### src/rtl/em_elastic_stage_reg_if.sv
// Handshake and data bundle between execute and memory around the EX/MEM elastic stage.
// The master modport is the environment view, and the slave modport is the stage view.
interface em_elastic_stage_reg_if #(
  parameter int unsigned CTRL_W    = 21,
  parameter int unsigned PAYLOAD_W = 89
);
  logic                 in_valid;
  logic                 in_ready;
  logic [CTRL_W-1:0]    ctrl_in;
  logic [PAYLOAD_W-1:0] payload_in;
  logic                 out_valid;
  logic                 out_ready;
  logic [CTRL_W-1:0]    ctrl_out;
  logic [PAYLOAD_W-1:0] payload_out;

  modport master (
    output in_valid, ctrl_in, payload_in, out_ready,
    input  in_ready, out_valid, ctrl_out, payload_out
  );

  modport slave (
    input  in_valid, ctrl_in, payload_in, out_ready,
    output in_ready, out_valid, ctrl_out, payload_out
  );
endinterface

### src/rtl/em_elastic_stage_reg.sv
// EX/MEM elastic pipeline register with a main entry and a skid entry.
// in_ready is a flop, so a memory-side stall never reaches execute combinationally.
// Supports a synchronous flush. A bubble (ctrl_out = 0) is presented on every invalid cycle.
// Optional stall counter: define EM_STALL_CNT_EN. Without it, stall_count is tied to 0.
module em_elastic_stage_reg #(
  parameter int unsigned CTRL_W    = 21,
  parameter int unsigned PAYLOAD_W = 89,
  parameter int unsigned CNT_W     = 16
) (
  input  logic                 clk,
  input  logic                 reset,
  input  logic                 flush,
  em_elastic_stage_reg_if.slave bus,
  output logic [CNT_W-1:0]     stall_count
);

  // Occupancy encoded as {main_v, skid_v}
  localparam logic [1:0] StEmpty = 2'b00;
  localparam logic [1:0] StSkid  = 2'b01;
  localparam logic [1:0] StHalf  = 2'b10;
  localparam logic [1:0] StFull  = 2'b11;

  logic                 main_v_q, main_v_d;
  logic                 skid_v_q, skid_v_d;
  logic                 in_ready_q;
  logic [CTRL_W-1:0]    main_ctrl_q, main_ctrl_d;
  logic [CTRL_W-1:0]    skid_ctrl_q, skid_ctrl_d;
  logic [PAYLOAD_W-1:0] main_pl_q, main_pl_d;
  logic [PAYLOAD_W-1:0] skid_pl_q, skid_pl_d;
  logic                 accept;
  logic                 pop;

  assign accept = bus.in_valid & in_ready_q;
  assign pop    = main_v_q & bus.out_ready;

  // Next-state for occupancy and entry data; flush drops everything but leaves data regs alone
  always_comb begin
    main_v_d    = main_v_q;
    skid_v_d    = skid_v_q;
    main_ctrl_d = main_ctrl_q;
    main_pl_d   = main_pl_q;
    skid_ctrl_d = skid_ctrl_q;
    skid_pl_d   = skid_pl_q;
    if (flush) begin
      main_v_d = 1'b0;
      skid_v_d = 1'b0;
    end else begin
      case ({main_v_q, skid_v_q})
        StEmpty: begin
          if (accept) begin
            main_v_d    = 1'b1;
            main_ctrl_d = bus.ctrl_in;
            main_pl_d   = bus.payload_in;
          end
        end
        StHalf: begin
          if (accept && pop) begin
            main_ctrl_d = bus.ctrl_in;
            main_pl_d   = bus.payload_in;
          end else if (accept) begin
            skid_v_d    = 1'b1;
            skid_ctrl_d = bus.ctrl_in;
            skid_pl_d   = bus.payload_in;
          end else if (pop) begin
            main_v_d = 1'b0;
          end
        end
        StFull: begin
          // in_ready is low here, so only a pop can move the state
          if (pop) begin
            skid_v_d    = 1'b0;
            main_ctrl_d = skid_ctrl_q;
            main_pl_d   = skid_pl_q;
          end
        end
        StSkid: begin
          // Unreachable; recover to empty
          main_v_d = 1'b0;
          skid_v_d = 1'b0;
        end
      endcase
    end
  end

  // State registers with synchronous active-low reset
  always_ff @(posedge clk) begin
    if (!reset) begin
      main_v_q    <= 1'b0;
      skid_v_q    <= 1'b0;
      in_ready_q  <= 1'b1;
      main_ctrl_q <= '0;
      main_pl_q   <= '0;
      skid_ctrl_q <= '0;
      skid_pl_q   <= '0;
    end else begin
      main_v_q    <= main_v_d;
      skid_v_q    <= skid_v_d;
      in_ready_q  <= ~skid_v_d;
      main_ctrl_q <= main_ctrl_d;
      main_pl_q   <= main_pl_d;
      skid_ctrl_q <= skid_ctrl_d;
      skid_pl_q   <= skid_pl_d;
    end
  end

  assign bus.in_ready    = in_ready_q;
  assign bus.out_valid   = main_v_q;
  assign bus.ctrl_out    = main_v_q ? main_ctrl_q : '0;
  assign bus.payload_out = main_pl_q;

`ifdef EM_STALL_CNT_EN
  logic [CNT_W-1:0] stall_cnt_q;

  // Saturating count of cycles the head is held by downstream; only reset clears it
  always_ff @(posedge clk) begin
    if (!reset) begin
      stall_cnt_q <= '0;
    end else if (main_v_q && !bus.out_ready && (stall_cnt_q != {CNT_W{1'b1}})) begin
      stall_cnt_q <= stall_cnt_q + {{(CNT_W-1){1'b0}}, 1'b1};
    end
  end

  assign stall_count = stall_cnt_q;
`else
  assign stall_count = '0;
`endif

  skid_only_unreachable_a: assert property (@(posedge clk) disable iff (!reset)
    !(skid_v_q && !main_v_q));

endmodule

### src/flat_wrapper.sv
// flat-port wrapper written by rule: the top's interface ports become plain ports
module em_elastic_stage_reg_flat 
#(
  parameter int unsigned CTRL_W    = 21,
  parameter int unsigned PAYLOAD_W = 89,
  parameter int unsigned CNT_W     = 16
)
  (clk, reset, flush, stall_count, bus_in_valid, bus_ctrl_in, bus_payload_in, bus_out_ready, bus_in_ready, bus_out_valid, bus_ctrl_out, bus_payload_out);
  em_elastic_stage_reg_if #(.CTRL_W(CTRL_W), .PAYLOAD_W(PAYLOAD_W)) bus_i ();
  input  logic clk;
  input  logic reset;
  input  logic flush;
  output logic [CNT_W-1:0] stall_count;
  input wire logic [$bits(bus_i.in_valid)-1:0] bus_in_valid;
  input wire logic [$bits(bus_i.ctrl_in)-1:0] bus_ctrl_in;
  input wire logic [$bits(bus_i.payload_in)-1:0] bus_payload_in;
  input wire logic [$bits(bus_i.out_ready)-1:0] bus_out_ready;
  output wire logic [$bits(bus_i.in_ready)-1:0] bus_in_ready;
  output wire logic [$bits(bus_i.out_valid)-1:0] bus_out_valid;
  output wire logic [$bits(bus_i.ctrl_out)-1:0] bus_ctrl_out;
  output wire logic [$bits(bus_i.payload_out)-1:0] bus_payload_out;
  assign bus_i.in_valid = bus_in_valid;
  assign bus_i.ctrl_in = bus_ctrl_in;
  assign bus_i.payload_in = bus_payload_in;
  assign bus_i.out_ready = bus_out_ready;
  assign bus_in_ready = bus_i.in_ready;
  assign bus_out_valid = bus_i.out_valid;
  assign bus_ctrl_out = bus_i.ctrl_out;
  assign bus_payload_out = bus_i.payload_out;
  em_elastic_stage_reg #(.CTRL_W(CTRL_W), .PAYLOAD_W(PAYLOAD_W), .CNT_W(CNT_W)) u_core (.clk(clk), .reset(reset), .flush(flush), .bus(bus_i), .stall_count(stall_count));
endmodule
### config.mk
export PLATFORM = sky130hd
export DESIGN_NAME = em_elastic_stage_reg_flat
export DESIGN_NICKNAME = d
export VERILOG_FILES = /design/src/rtl/em_elastic_stage_reg_if.sv /design/src/rtl/em_elastic_stage_reg.sv /design/src/flat_wrapper.sv
export SDC_FILE = /design/constraint.sdc
export NUM_CORES = 1
export LEC_CHECK = 0
export BUFFER_PORTS_ARGS = -buffer_cell sky130_fd_sc_hd__clkbuf_2
export CAP_MARGIN = 0
export CELL_PAD_IN_SITES_DETAIL_PLACEMENT = 1
export CELL_PAD_IN_SITES_GLOBAL_PLACEMENT = 1
export CORE_UTILIZATION = 41
export DETAILED_ROUTE_END_ITERATION = 16
export PLACE_DENSITY = 0.85
export SLEW_MARGIN = 40
export SYNTH_ARGS = -nofsm -noshare
export SYNTH_HDL_FRONTEND = slang
export SYNTH_SLANG_ARGS = --single-unit
export TNS_END_PERCENT = 5
### constraint.sdc
create_clock -name clk -period 2.3 [get_ports clk]
set_input_delay 0.23 -clock clk [delete_from_list [all_inputs] [get_ports clk]]
set_output_delay 0.23 -clock clk [all_outputs]
set_load 0.02 [all_outputs]
==> results.txt <==
DRC viols - 0
Vias per cell - 5.76
Area leader, netlist - dfxtp_1
Pre-Repair DR Iteration Count - 4
Final hold vios - 0
Average wire per standard cell - 21.4 um
CTS tree - built
Nets - 1453
Post-synth top cells - 223 x dfxtp_1, 111 x nand2_1, 110 x mux2i_1, 110 x nand3_1, 110 x o21ai_0
Clock transition at path regs - 60 ps
Fillers - 2705
Routed vias - 9694
Critical Path End Type - flop
Library cells used by synthesis - 31
HPWL reported at the end of detailed placement - 19.0 mm
Arr. time, crit path - 2690 ps
WS Path Type - flop to flop
Peak VDD IR - 0.425 mV
Fmax - 449 MHz
Max Cap Viol - 0
Rows - 57
Synth warn - 0
Final ANT Viol Nets - 0
Worst Tran Pin Value - 594 ps
Vias in the first global route - 10400
Largest net degree at the start of global routing - 111
Initial Utilization - 41.9%
Syn Area/Cell - 9.49 um2
Core ar. - 0.0243 mm2
Synth top area cells - dfxtp_1 44%, o221a_1 11%, mux2i_1 11%
Min Tclk post-route - 2230 ps
Synthesized flop and latch total - 223
Design Power - 9.86 mW
CP Launch Type - flop
Seq/Total Area, Yosys - 43.8%
Initial antenna violation count - 4
Num CTS Buffers - 26
Post-route insts no fill - 1682
Die extent in y - 160 um
I/O Pins - 243
Placed Instances - 1522
Area grow syn2layout - 32.8%
CTS Root Cell - clkbuf_16
H-tree levels - 1
Post-synth EDFFs - 0
Area fraction of the dominant cell type after synthesis - 43.8%
Worst Setup SP - u_core.bus.out_valid
Pwr per Cell Area - 729 mW/mm2
Layout cells sized above 1 - 23.0%
GRT overflow - 0
Type of the worst min-delay path - input port to flop
Final worst setup slack - 71.9 ps
Clock Skews - 7.21 ps
Leakage Power - 5.19 nW
Unrepaired setup endpoints after global routing - true
Routed WL - 36.0 mm
Dpl ws - 152 ps
Synth Cell Area - 0.0102 mm2
Worst EP required - 2760 ps
Setup-failing EPs final - 0
Critical Path Fanout Max - 53
Slew HR - 60.4%
DRT iter0 DRCs - 510
CTS Sinks - 223
Dominant synthesized flop cell - dfxtp_1
Clock insertion delay at the later pin of the skew report - 520 ps
Slew Limit Fails - 0
IO buf count - 226
Full die area - 0.0255 mm2
Final period utilization - 96.9%
RR Startpoint - u_core.bus.out_valid
Mapped Cells - 1074
Status - finished clean
Bufs on Longest Clock Path - 3
Asr flop ratio synth - 0%
Width of the chip - 160 um
First-pass GRT wire length - 57.4 mm
Hold Path Origin - bus_payload_in[48]
Most frequent cell after synthesis - dfxtp_1
Total GRT Usage - 27.8%
GP Congestion - 0.766
-- per-stage QoR --
step	hold slack [ps]	cell area [um2]	TNS, ps	utilization [%]
3_3_place_gp	458	11600	0	47.6
4_1_cts	14.1	13500	0	55.5
2_1_floorplan	377	10200	0	-
5_1_grt	34.5	13500	-8.20	55.6
3_5_place_dp	469	11600	0	47.6
6_report	51.0	13500	0	55.6
-- layout by cell type (no fill, tap or decap), types with 2 or more instances in the layout --
master,n
clkbuf_16,27
clkbuf_1,6
a21boi_1,37
diode_2,5
inv_1,3
buf_12,17
a21bo_4,2
nand2_1,111
o21ai_0,110
ha_1,3
a21boi_0,75
dlygate4sd3_1,107
buf_4,5
o221a_1,100
nand3_1,110
bufinv_16,2
conb_1,16
and2_1,21
clkbuf_2,225
mux2i_1,110
o221a_2,10
dfxtp_1,223
o31a_1,2
clkbuf_8,3
clkinv_2,9
-- layer usage --
metal | track usage [%] | wire [um] | up-vias
li1 | - | - | 4437
met1 | 33.2 | 14700 | 4845
met2 | 49.3 | 18300 | 322
met3 | 4.42 | 1650 | 90
met4 | 12.1 | 1350 | 0
met5 | 0 | 0 | -
-- where the power goes --
group	switching (mW)	leakage (nW)	internal, mW
Combinational	0.908	2.94	0.612
Clock	1.68	0.429	2.47
Sequential	0.129	1.82	4.06
-- kinds of logic after synthesis --
family | after synthesis | synth area share (%)
AND/OR/NAND/NOR | 249 | 11.2
AO/OA/AOI/OAI | 343 | 26.8
flip-flops | 223 | 43.8
buffers and inverters | 143 | 6.67
adder cells (fa/ha/maj) | 5 | 0.614
multiplexers | 110 | 10.8
other | 1 | 0.0368
-- timing repair --
| item | CTS | global route |
|---|---|---|
| endpoints found under the hold margin | 107 | 0 |
| resized for setup | 0 | 2 |
| endpoints found under the setup margin | 0 | 2 |
| hold buffers | 107 | 0 |
| buffers inserted | 0 | 0 |
-- worst paths after layout --
path / endpoint / slack [ps] / cells after the start
max: u_core.bus.payload_out[67] / 70 / 6
min: u_core.skid_pl_q[48] / 50 / 3
max reg2reg: u_core.bus.payload_out[67] / 70 / 6
min reg2reg: u_core.skid_pl_q[16] / 480 / 2
-- registers in the layout, summed over array words and instances (netlist names) --
signal / count
u_core.bus.out_valid: 1
u_core.skid_ctrl_q: 21
u_core.skid_v_q: 1
u_core.bus.in_ready: 1
u_core.skid_pl_q: 89
u_core.main_ctrl_q: 21
u_core.bus.payload_out: 89
-- final cells by class --
type	instances	area, um2	share of cell area, %
diodes	5	12.5	0.0925
multi-input cells	723	5160	38.2
well taps	324	405	3.00
clock buffers	36	739	5.47
clock inverters	12	114	0.842
inverters	3	11.3	0.0833
repair buffers	356	2610	19.3
flip-flops and latches	223	4460	33.0
-- critical path, stage by stage, from the launching register on --
cell      delay (ps)
dfxtp_1          360
buf_4            210
ha_4             180
a21boi_1         460
a211o_4          370
buf_12           310
o221a_1          260
No activity file was read; power rests on OpenSTA's default activity.
